==> src/rtl/controlador_mdio.sv <==
// MDIO management-frame master: serialises a 32-bit frame on MDIO at CLK/2 and captures read data.
// Define MDIO_PREAMBLE_EN to prefix every frame with 32 bit periods of ones.
module controlador_mdio (
   input  logic        CLK,
   input  logic        RESET,
   input  logic        MDC_START,
   input  logic [31:0] T_DATA,
   input  logic        MDIO_IN,
   output logic        MDC,
   output logic        MDIO_OUT,
   output logic        MDIO_OE,
   output logic        MDIO_DONE,
   output logic [15:0] RD_DATA,
   output logic        DATA_RDY
);

   localparam int unsigned FRAME_W = 32;
   localparam int unsigned DATA_W  = 16;
   localparam int unsigned CNT_W   = 6;

   // Half-bit counts (CLK edges after phase entry) at which a phase ends
   localparam logic [CNT_W-1:0] LAST_FULL = CNT_W'(63);
   localparam logic [CNT_W-1:0] LAST_HALF = CNT_W'(31);

`ifdef MDIO_PREAMBLE_EN
   typedef enum logic [1:0] {
      IDLE      = 2'd0,
      PREAMBLE  = 2'd1,
      SHIFT_OUT = 2'd2,
      SHIFT_IN  = 2'd3
   } state_t;
`else
   typedef enum logic [1:0] {
      IDLE      = 2'd0,
      SHIFT_OUT = 2'd2,
      SHIFT_IN  = 2'd3
   } state_t;
`endif

   state_t              state_q, state_d;
   logic                mdc_q, mdc_d;
   logic                out_q, out_d;
   logic                oe_q, oe_d;
   logic                done_q, done_d;
   logic                rdy_q, rdy_d;
   logic                rd_op_q, rd_op_d;
   logic [DATA_W-1:0]   rd_q, rd_d;
   logic [DATA_W-1:0]   sh_q, sh_d;
   logic [FRAME_W-1:0]  frame_q, frame_d;
   logic [CNT_W-1:0]    cnt_q, cnt_d;

   // State and datapath registers
   always_ff @(posedge CLK or negedge RESET) begin
      if (!RESET) begin
         state_q <= IDLE;
         mdc_q   <= 1'b0;
         out_q   <= 1'b0;
         oe_q    <= 1'b0;
         done_q  <= 1'b0;
         rdy_q   <= 1'b0;
         rd_op_q <= 1'b0;
         rd_q    <= '0;
         sh_q    <= '0;
         frame_q <= '0;
         cnt_q   <= '0;
      end else begin
         state_q <= state_d;
         mdc_q   <= mdc_d;
         out_q   <= out_d;
         oe_q    <= oe_d;
         done_q  <= done_d;
         rdy_q   <= rdy_d;
         rd_op_q <= rd_op_d;
         rd_q    <= rd_d;
         sh_q    <= sh_d;
         frame_q <= frame_d;
         cnt_q   <= cnt_d;
      end
   end

   // Next-state and output logic; a bit boundary is an edge where MDC falls (mdc_q == 1)
   always_comb begin
      state_d = state_q;
      mdc_d   = mdc_q;
      out_d   = out_q;
      oe_d    = oe_q;
      done_d  = 1'b0;
      rdy_d   = 1'b0;
      rd_op_d = rd_op_q;
      rd_d    = rd_q;
      sh_d    = sh_q;
      frame_d = frame_q;
      cnt_d   = cnt_q + CNT_W'(1);

      case (state_q)
         IDLE: begin
            mdc_d = 1'b0;
            oe_d  = 1'b0;
            out_d = 1'b0;
            cnt_d = '0;
            if (MDC_START) begin
               frame_d = T_DATA;
               rd_op_d = (T_DATA[29:28] == 2'b10);
               oe_d    = 1'b1;
`ifdef MDIO_PREAMBLE_EN
               state_d = PREAMBLE;
               out_d   = 1'b1;
`else
               state_d = SHIFT_OUT;
               out_d   = T_DATA[31];
`endif
            end
         end

`ifdef MDIO_PREAMBLE_EN
         PREAMBLE: begin
            mdc_d = ~mdc_q;
            if (mdc_q && (cnt_q == LAST_FULL)) begin
               state_d = SHIFT_OUT;
               out_d   = frame_q[31];
               cnt_d   = '0;
            end
         end
`endif

         SHIFT_OUT: begin
            mdc_d = ~mdc_q;
            if (mdc_q) begin
               if (rd_op_q && (cnt_q == LAST_HALF)) begin
                  state_d = SHIFT_IN;
                  oe_d    = 1'b0;
                  out_d   = 1'b0;
                  cnt_d   = '0;
               end else if (cnt_q == LAST_FULL) begin
                  state_d = IDLE;
                  oe_d    = 1'b0;
                  out_d   = 1'b0;
                  done_d  = 1'b1;
                  cnt_d   = '0;
               end else begin
                  frame_d = {frame_q[30:0], frame_q[31]};
                  out_d   = frame_q[30];
               end
            end
         end

         SHIFT_IN: begin
            mdc_d = ~mdc_q;
            if (!mdc_q) begin
               sh_d = {sh_q[DATA_W-2:0], MDIO_IN};
            end else if (cnt_q == LAST_HALF) begin
               state_d = IDLE;
               oe_d    = 1'b0;
               out_d   = 1'b0;
               done_d  = 1'b1;
               rdy_d   = 1'b1;
               rd_d    = sh_q;
               cnt_d   = '0;
            end
         end

         default: begin
            state_d = IDLE;
            mdc_d   = 1'b0;
            oe_d    = 1'b0;
            out_d   = 1'b0;
            cnt_d   = '0;
         end
      endcase
   end

   assign MDC       = mdc_q;
   assign MDIO_OUT  = out_q;
   assign MDIO_OE   = oe_q;
   assign MDIO_DONE = done_q;
   assign RD_DATA   = rd_q;
   assign DATA_RDY  = rdy_q;

endmodule
==> config.mk <==
export PLATFORM = sky130hd
export DESIGN_NAME = controlador_mdio
export DESIGN_NICKNAME = d
export VERILOG_FILES = /design/src/rtl/controlador_mdio.sv
export SDC_FILE = /design/constraint.sdc
export NUM_CORES = 1
export LEC_CHECK = 0
export BUFFER_PORTS_ARGS = -buffer_cell sky130_fd_sc_hd__buf_4
export CORE_MARGIN = 2
export CORE_UTILIZATION = 35
export CTS_CLUSTER_SIZE = 28
export DETAILED_ROUTE_END_ITERATION = 7
export HOLD_SLACK_MARGIN = 0.05
export PLACE_DENSITY_LB_ADDON = 0.05
export RECOVER_POWER = 50
export SYNTH_ARGS = -nofsm -noshare
export SYNTH_HDL_FRONTEND = slang
export SYNTH_SLANG_ARGS = --single-unit
==> constraint.sdc <==
create_clock -name CLK -period 5 [get_ports CLK]
set_input_delay 0 -clock CLK [delete_from_list [all_inputs] [get_ports CLK]]
set_output_delay 0 -clock CLK [all_outputs]
set_load 0.1 [all_outputs]
==> out/metrics.yaml, run 1 <==
whs_ns: 0.417
post_cts_buffers: 0
crit_type: "reg2reg"
cts.path.max_buffers: 2
ctsHoldBuffers: 37
clk_latency_ns: 0.35
layout_setup_ws_ns: 2.70
clkTransAtPathRegs_ns: 0.08
yosysUniqueCellTypes: 35
detail-route-antenna-nets: 0
required_ns: 5.23
power.density_nw_per_um2: 433
routabilityCongestion: 0.723
routed_wl_mm: 6.35
cts_tree: "built"
grt_pass1_wl_mm: 10.9
crit_arrival_ns: 2.53
globalRouteMet2Util_pct: 21.7
grt_pass1_vias: 2288
synth_area_per_cell_um2: 12.5
yosysWarnings: 0
use_met3_pct: 4.51
core_region_area_um2: 9330
final_area_um2: 4320
cts_made_buffers: 9
ir_drop_mv: 0.225
outcome: "finished, violations left"
synthesis.nets: 308
violations: "max-capacitance violations, max-slew violations"
dieArea_um2: 10500
post-route-period-util_pct: 46.1
maxCapViolations: 1
drtPass1Iterations: 5
netlist_instances: 271
area_growth_pct: 27.8
num_vias: 2258
mostFrequentLayoutCell: "dfrtp_1"
io_pins: 57
dpl-instance-area_um2: 3840
setup_violations: 0
p_leak_uw: 0.00210
hpwl_mm: 3.83
grt_max_degree: 79
start_kind: "register"
power.total_uw: 1870
die_h_um: 102
port_buffers: 56
slew_violations: 79
numClockSinks: 78
wl_per_cell_um: 12.9
cp-end-kind: "register"
pre_cts_ws_ns: 2.66
grtUsageMet1_pct: 17.3
root_buffer: "clkbuf_8"
drc: 0
hold_depth: 3
cp_max_fo: 17
syn-cell-area_um2: 3380
grt_usage_pct: 13.5
grt_busiest_layer: "met2"
synth_seq_cells: 78
hold_path_class: "in2reg"
die_x_um: 102
post_cts_resized: 0
drt_iter0_markers: 56
hold_viol: 0
antenna_found_initial: 0
min_period_ns: 2.30
drive_above_1_share_pct: 24.5
final.setup.tns_ns: 0
layout.nets: 396
fmax_ghz: 0.434
grt_overflow: 0
n_antenna_cell: 0
slew_headroom_pct: -28.4
ff2ff_path_depth: 3
row_count: 35
rsz0062_at_grt: "false"
layout_common_cells: "dfrtp_1, nor2_1, dlygate4sd3_1, buf_4"
clock-skew-final_ns: 0.0136
tightest_slew_ns: 1.93
ys_seq_area_share_pct: 57.7
initial_core_util_pct: 36.2
h-tree-depth: 3
via_per_inst: 4.59
## critical path, cell delays in order (launching register included)
cell,delay (ns)
dfrtp_1,0.59
inv_1,0.18
nor4_4,0.99
mux2_2,0.43
## through the flow
step                      util [%]  instances
after floorplan                  -        271
after global placement        41.2        440
after detailed placement      41.2        440
after CTS                     47.1        492
after global routing          46.3        492
final                         46.3        492
## per-layer routing
metal / part of all wire [%] / routed length, µm
met2: 45 / 2880
met4: 1.5 / 93
met5: 0 / 0
met1: 50 / 3150
met3: 3.6 / 226
## synth_stat cells
| cell type | n | area [µm²] |
|---|---|---|
| o311a_2 | 1 | 11.3 |
| o21a_1 | 1 | 7.51 |
| o22ai_1 | 1 | 6.26 |
| a31oi_1 | 1 | 6.26 |
| mux2i_1 | 31 | 310 |
| buf_6 | 7 | 78.8 |
| and2_1 | 1 | 6.26 |
| o2111a_1 | 1 | 11.3 |
| xnor2_1 | 4 | 35.0 |
| o21ai_1 | 1 | 5.00 |
| nand2_1 | 5 | 18.8 |
| nor2b_1 | 3 | 18.8 |
| o211ai_2 | 1 | 12.5 |
| nand2b_1 | 1 | 6.26 |
| nand3b_1 | 1 | 7.51 |
| clkbuf_1 | 1 | 3.75 |
| nand3_1 | 2 | 10.0 |
| or4b_1 | 1 | 10.0 |
| nor3_1 | 1 | 5.00 |
| nor2_1 | 39 | 146 |
| nand4b_1 | 1 | 8.76 |
| nor4_4 | 1 | 21.3 |
| ha_1 | 1 | 12.5 |
| and3_1 | 1 | 6.26 |
| buf_4 | 1 | 7.51 |
| inv_1 | 4 | 15.0 |
| a21oi_1 | 33 | 165 |
| nand4_4 | 1 | 21.3 |
| buf_2 | 7 | 35.0 |
| mux2_2 | 33 | 372 |
| xor2_1 | 1 | 8.76 |
| o21ai_0 | 3 | 15.0 |
| dfrtp_1 | 78 | 1950 |
| clkbuf_8 | 1 | 13.8 |
| a41o_1 | 1 | 10.0 |
## registers in the layout (all words and copies together) (netlist names)
signal / cells
DATA_RDY: 1
MDC: 1
MDIO_DONE: 1
MDIO_OE: 1
MDIO_OUT: 1
RD_DATA: 16
cnt_q: 6
frame_q: 32
rd_op_q: 1
sh_q: 16
state_q: 2
## power breakdown
group	switching, µW	internal, µW
Clock	222	240
Sequential	111	797
Combinational	282	218
## kinds of logic (layout without fill, tap and decap cells)
group / after synthesis / in the layout / share of synthesized area, %
AND/OR/NAND/NOR: 58 / 58 / 8.48
AO/OA/AOI/OAI: 44 / 44 / 7.40
buffers and inverters: 21 / 113 / 4.55
multiplexers: 64 / 64 / 20.2
XOR/XNOR: 5 / 5 / 1.30
adder cells (fa/ha/maj): 1 / 1 / 0.370
flip-flops: 78 / 78 / 57.7
## area by class of cell
cell class / count / area [µm²]
Fill cell: 905 / 5010
Sequential cell: 78 / 1950
Multi-Input combinational cell: 172 / 1280
Timing Repair Buffer: 94 / 721
Tap cell: 129 / 161
Clock buffer: 11 / 141
Clock inverter: 4 / 47.5
Inverter: 4 / 15.0
## final timing paths
path                                           end                    from  slack, ns
min reg2reg                     cnt_q[0]$_DFF_PN0_      cnt_q[0]$_DFF_PN0_       0.46
min                            sh_q[0]$_DFFE_PN0P_                 MDIO_IN       0.42
max                        RD_DATA[14]$_DFFE_PN0N_  state_q[0]$_DFFE_PN0P_       2.70
min in group asynchronous  frame_q[26]$_DFFE_PN0P_                   RESET       0.70
max reg2reg                RD_DATA[14]$_DFFE_PN0N_  state_q[0]$_DFFE_PN0P_       2.70
max in group asynchronous   frame_q[9]$_DFFE_PN0P_                   RESET       3.12
No activity file was read; power rests on OpenSTA's default activity.
==> run 2: changes to the inputs <==
- ABC_AREA: default -> 1
- clock period: 5 -> 2.1 ns (I/O delays scaled with it)
==> run 2 against run 1 <==
Against the previous run:
- the run now ends clean
- die area increased by 5.0%
- critical path depth increased by 5
- via count increased by 10%
- register-to-register slack got worse by 2.3 ns
- clock power increased to 2.7 times the previous value
- fmax increased by 34%
- non-clock buffer count increased by 2
- first-iteration DRC count increased by 91%
- sequential power increased by 130%
- routed wire length increased by 6.6%
- clock skew decreased by 0.0016 ns
- critical path type unchanged
- count of clock-buffer cells in the layout decreased by 2
- largest cell class unchanged
==> out/metrics.yaml, run 2 <==
hold_viol: 0  # unchanged
ir_drop_mv: 0.511  # +130%
cts_tree: "built"
r2r_slack_ns: 0.38  # -2.32 ns
synth_area_per_cell_um2: 10.5  # -16%
hold-path-endpoint: "frame_q[29]$_DFFE_PN0P_"
maxCapViolations: 0  # -1
power.density_nw_per_um2: 988  # +130%
dpl-instance-area_um2: 4120  # +7.3%
grt_overflow: 0  # unchanged
root_buffer: "clkbuf_8"
yosysWarnings: 0  # unchanged
crit_arrival_ns: 1.99  # -0.54 ns
grt_pass1_wl_mm: 11.9  # +8.7%
grtUsageMet1_pct: 19.2  # +1.9 points
die_h_um: 105  # +2.5%
required_ns: 2.37  # -2.86 ns
p_leak_uw: 0.00215  # +2.4%
routed_wl_mm: 6.77  # +6.6%
reg2reg_to: "frame_q[13]$_DFFE_PN0P_"
final_area_um2: 4650  # +7.6%
drtPass1Iterations: 4  # -1
h-tree-depth: 3  # unchanged
yosysUniqueCellTypes: 28  # -20%
hpwl_mm: 4.43  # +16%
syn-cell-area_um2: 3560  # +5.2%
clock-skew-final_ns: 0.0120  # -0.00159 ns
grt_pass1_vias: 2454  # +7.3%
mostFrequentLayoutCell: "dfrtp_1"
io_pins: 57  # unchanged
post_cts_buffers: 0  # unchanged
clk_latency_ns: 0.35  # about the same
fmax_ghz: 0.581  # +34%
cts.path.max_buffers: 2  # unchanged
tightest_slew_ns: 1.21  # -0.720 ns
worstHoldStart: "T_DATA[29]"
grt_max_degree: 43  # -46%
whs_ns: 0.0663  # -0.351 ns
grt_busiest_layer: "met2"
synth_area_leader_cell: "dfrtp_1"
row_count: 36  # +2.9%
synth_seq_cells: 78  # unchanged
rsz0062_at_grt: "false"
via_per_inst: 4.36  # -5.1%
routabilityCongestion: 0.775  # +7.1%
synth_edf_count: 0  # unchanged
cp-end-kind: "register"
synth_flop_cell: "dfrtp_1"
crit_type: "reg2reg"
largest_reg_flops: 32  # unchanged
largest-register: "frame_q"
use_met3_pct: 3.93  # -0.58 points
synth_top_area_share_pct: 54.9  # -2.9 points
port_buffers: 56  # unchanged
drt_iter0_markers: 107  # +91%
rr_startpoint: "cnt_q[0]$_DFF_PN0_"
hold_path_class: "in2reg"
cts_made_buffers: 9  # unchanged
synth_common_cells: "dfrtp_1, nand2_1, o21ai_2, mux2i_1, nand2_2"
detail-route-antenna-nets: 0  # unchanged
drive_above_1_share_pct: 32.0  # +7.5 points
drc: 0  # unchanged
slew_headroom_pct: 20.0  # +48 points
layout.nets: 469  # +18%
netlist_instances: 340  # +25%
antenna_found_initial: 0  # unchanged
final.setup.tns_ns: 0  # unchanged
n_antenna_cell: 0  # unchanged
clkTransAtPathRegs_ns: 0.08  # about the same
area_growth_pct: 30.7
core_region_area_um2: 9820  # +5.3%
outcome: "completed"
setup_violations: 0  # unchanged
hold_depth: 5  # +2
start_kind: "register"
ys_seq_area_share_pct: 54.9  # -2.9 points
power.total_uw: 4600  # +150%
ff2ff_path_depth: 8  # +5
die_x_um: 105  # +2.5%
min_period_ns: 1.72  # -0.583 ns
synth.area.top_cells: "dfrtp_1, mux2i_1, o21ai_2, nand2_1, nand2_2"
layout_common_cells: "dfrtp_1, nand2_1, buf_4, dlygate4sd3_1, o21ai_2"
post-route-period-util_pct: 81.9  # +36 points
fillers: 1011  # +12%
num_vias: 2483  # +10%
globalRouteMet2Util_pct: 19.8  # -2.0 points
synthesis.nets: 377  # +22%
initial_core_util_pct: 36.2  # about the same
async_reset_ff_share_pct: 100  # unchanged
wl_per_cell_um: 11.9  # -8.0%
numClockSinks: 78  # unchanged
synth.most_common_cell: "dfrtp_1"
cp_max_fo: 24  # +7
grt_usage_pct: 13.4  # -0.12 points
dieArea_um2: 11000  # +5.0%
slew_violations: 0  # -100%
-- run 2: layer usage --
layer,vias to the layer above,routed length (µm)
li1,1295,-
met1,1136,3470
met2,41,2950
met3,11,272
met4,0,80
met5,-,0
-- run 2: stage by stage --
step                      util, %  setup WS (ns)  instances
final                        47.4          0.379        570
after global routing         47.4          0.185        570
after CTS                    47.7          0.343        570
after floorplan                 -          0.152        340
after detailed placement     41.9          0.375        520
after global placement       41.9          0.434        520
-- run 2: critical path, stage by stage, from the launching register on --
cell and delay (ns):
dfrtp_1 0.37, ha_1 0.22, nand3_2 0.11, nor2_2 0.19
nand3_2 0.13, nand3_4 0.11, buf_4 0.36, nand2_2 0.09
o21ai_2 0.06
-- run 2: area by class of cell --
type	count	area (µm²)	area share, %
inverter	30	114	2.45
sequential	78	1950	42.0
tap	133	166	3.58
timing repair buffer	96	807	17.4
clock buffer	9	124	2.66
clock inverter	7	105	2.26
multi-input combinational	217	1380	29.7
-- run 2: power by group --
group | leakage, µW | switching, µW | internal (µW)
Combinational | 0.00106 | 739 | 505
Sequential | 0.000976 | 237 | 1840
Clock | 0.000112 | 589 | 685
-- run 2: logic make-up after synthesis --
group	synth area share, %
multiplexers	8.44
adder cells (fa/ha/maj)	0.352
buffers and inverters	6.26
flip-flops	54.9
AO/OA/AOI/OAI	13.5
XOR/XNOR	0.739
AND/OR/NAND/NOR	15.8
-- run 2: how the worst max path moves through the flow --
stage	startpoint	endpoint	slack (ns)	cells past startpoint
final	cnt_q[0]$_DFF_PN0_	frame_q[13]$_DFFE_PN0P_	0.38	8
after global routing	cnt_q[0]$_DFF_PN0_	frame_q[24]$_DFFE_PN0P_	0.18	8
after CTS	cnt_q[0]$_DFF_PN0_	frame_q[13]$_DFFE_PN0P_	0.34	8
after detailed placement	cnt_q[0]$_DFF_PN0_	frame_q[13]$_DFFE_PN0P_	0.37	8
after global placement	cnt_q[0]$_DFF_PN0_	frame_q[24]$_DFFE_PN0P_	0.43	8
after floorplan	MDC$_DFF_PN0_	frame_q[29]$_DFFE_PN0P_	0.15	6
-- run 2: timing repair --
action | CTS | global route
hold endpoints to repair | 76 | 0
gates resized for setup | 0 | 0
hold buffers | 34 | 0
==> run 3: changes to the inputs <==
- clock period: 2.1 -> 1.7 ns (I/O delays scaled with it)
==> run 3 against run 2 <==
Against the previous run:
- critical path type unchanged
- sequential share of layout area is 0.91 points lower
- final cell count up 1.9%
- worst hold slack better by 0.0050 ns
- non-clock buffer count increased by 11
- register-to-register slack worse by 0.28 ns
- combinational power is 35% higher
- routed wire length grew 7.5%
- fmax is 7.3% higher
- flip-flop and latch count is the same
- via count up 4.3%
==> out/metrics.yaml, run 3 (synthesis results as in run 2) <==
hold-path-endpoint: "frame_q[29]$_DFFE_PN0P_"
area_growth_pct: 33.8
ff2ff_path_depth: 4  # -4
initial_core_util_pct: 36.2  # unchanged
n_antenna_cell: 0  # unchanged
core_region_area_um2: 9820  # unchanged
hold_viol: 0  # unchanged
crit_arrival_ns: 1.88  # -0.11 ns
grt_pass1_wl_mm: 12.1  # +1.9%
clock-skew-final_ns: 0.0113  # -0.000762 ns
slew_headroom_pct: 40.0  # +20 points
numClockSinks: 78  # unchanged
hold_depth: 5  # unchanged
final_area_um2: 4760  # +2.3%
cts_made_buffers: 9  # unchanged
root_buffer: "clkbuf_8"
worstHoldStart: "T_DATA[29]"
post-route-period-util_pct: 94.4  # +12 points
hpwl_mm: 4.68  # +5.5%
hold_path_class: "in2reg"
mostFrequentLayoutCell: "dfrtp_1"
drtPass1Iterations: 4  # unchanged
maxCapViolations: 0  # unchanged
row_count: 36  # unchanged
ir_drop_mv: 0.504  # -1.4%
grt_max_degree: 37  # -14%
clk_latency_ns: 0.34  # about the same
cts_tree: "built"
grt_usage_pct: 13.7  # +0.28 points
largest-register: "frame_q"
start_kind: "register"
cp_max_fo: 5  # -79%
port_buffers: 56  # unchanged
cts.path.max_buffers: 2  # unchanged
drive_above_1_share_pct: 35.9  # +3.9 points
io_pins: 57  # unchanged
fin_util_pct: 48.5  # +1.1 points
r2r_slack_ns: 0.1  # -0.28 ns
setup_violations: 0  # unchanged
tightest_slew_ns: 0.900  # -0.306 ns
routabilityCongestion: 0.771  # -0.41%
clkTransAtPathRegs_ns: 0.09  # about the same
p_leak_uw: 0.00222  # +3.3%
power.density_nw_per_um2: 1190  # +20%
layout.nets: 480  # +2.3%
die_x_um: 105  # unchanged
dieArea_um2: 11000  # unchanged
fmax_ghz: 0.623  # +7.3%
slew_violations: 0  # unchanged
outcome: "completed"
cp-end-kind: "register"
crit_type: "reg2reg"
reg2reg_to: "rd_op_q$_DFFE_PN0P_"
rr_startpoint: "state_q[1]$_DFFE_PN0P_"
grt_overflow: 0  # unchanged
detail-route-antenna-nets: 0  # unchanged
drc: 0  # unchanged
dpl-instance-area_um2: 4150  # +0.88%
die_h_um: 105  # unchanged
via_per_inst: 4.46  # +2.4%
grt_pass1_vias: 2512  # +2.4%
num_vias: 2591  # +4.3%
h-tree-depth: 3  # unchanged
whs_ns: 0.0713  # +0.00499 ns
antenna_found_initial: 0  # unchanged
largest_reg_flops: 32  # unchanged
min_period_ns: 1.60  # -0.116 ns
drt_iter0_markers: 117  # +9.3%
fillers: 977  # -3.4%
wl_per_cell_um: 12.5  # +5.5%
required_ns: 1.97  # -0.40 ns
routed_wl_mm: 7.28  # +7.5%
layout_common_cells: "dfrtp_1, nand2_1, buf_4, dlygate4sd3_1, o21ai_2"
==> run 3: repair_timing <==
action                                  in CTS  in global routing
setup buffers                                0                  6
resized for setup                            0                  5
endpoints found under the setup margin       0                 30
hold buffers                                34                  0
hold endpoints to repair                   112                  0
==> run 3: worst max-delay path: stages (launching register included) <==
cell and delay, ns:
dfrtp_2 0.46, nor2_2 0.18, nand2_2 0.13, o31ai_1 0.20
dlygate4sd3_1 0.57
==> run 3: worst max path at each step <==
stage	depth (start not counted)	endpoint	slack (ns)	startpoint
floorplan	6	frame_q[29]$_DFFE_PN0P_	0.08	MDC$_DFF_PN0_
global placement	8	frame_q[12]$_DFFE_PN0P_	0.09	cnt_q[0]$_DFF_PN0_
detailed placement	8	frame_q[12]$_DFFE_PN0P_	0.04	cnt_q[0]$_DFF_PN0_
CTS	8	frame_q[12]$_DFFE_PN0P_	0.03	cnt_q[0]$_DFF_PN0_
global route	8	frame_q[12]$_DFFE_PN0P_	-0.006	cnt_q[0]$_DFF_PN0_
finish	4	rd_op_q$_DFFE_PN0P_	0.1	state_q[1]$_DFFE_PN0P_
==> run 3: where the power goes <==
group | internal (µW) | leakage (µW) | switching [µW]
logic | 702 | 0.00115 | 966
clock network | 690 | 0.0000931 | 713
registers | 2270 | 0.000975 | 298
total | 3670 | 0.00222 | 1980
==> run 3: final cells by class <==
class,count,area [µm²],area share [%]
repair buffers,107,928,19.5
well taps,133,166,3.50
inverters,30,114,2.39
flip-flops and latches,78,1950,41.1
multi-input cells,217,1400,29.4
clock inverters,6,71.3,1.50
clock buffers,10,128,2.68
==> run 3: through the flow <==
step	total power, µW	worst slack [ns]	setup TNS [ns]	cells
finish	5640	0.0956	0	581
global route	6040	-0.00636	-0.00636	581
global placement	4130	0.0885	0	523
CTS	5650	0.0312	0	573
detailed placement	4150	0.0398	0	523
floorplan	3790	0.0818	0	340
==> run 3: metal layers <==
layer  vias to the layer above  global-route usage, %  wire length (µm)
li1                       1314                      -                 -
met2                        43                   19.6              3230
met1                      1227                   20.2              3740
met5                         -                      0                 0
met3                         7                   2.74               208
met4                         0                   5.43                97
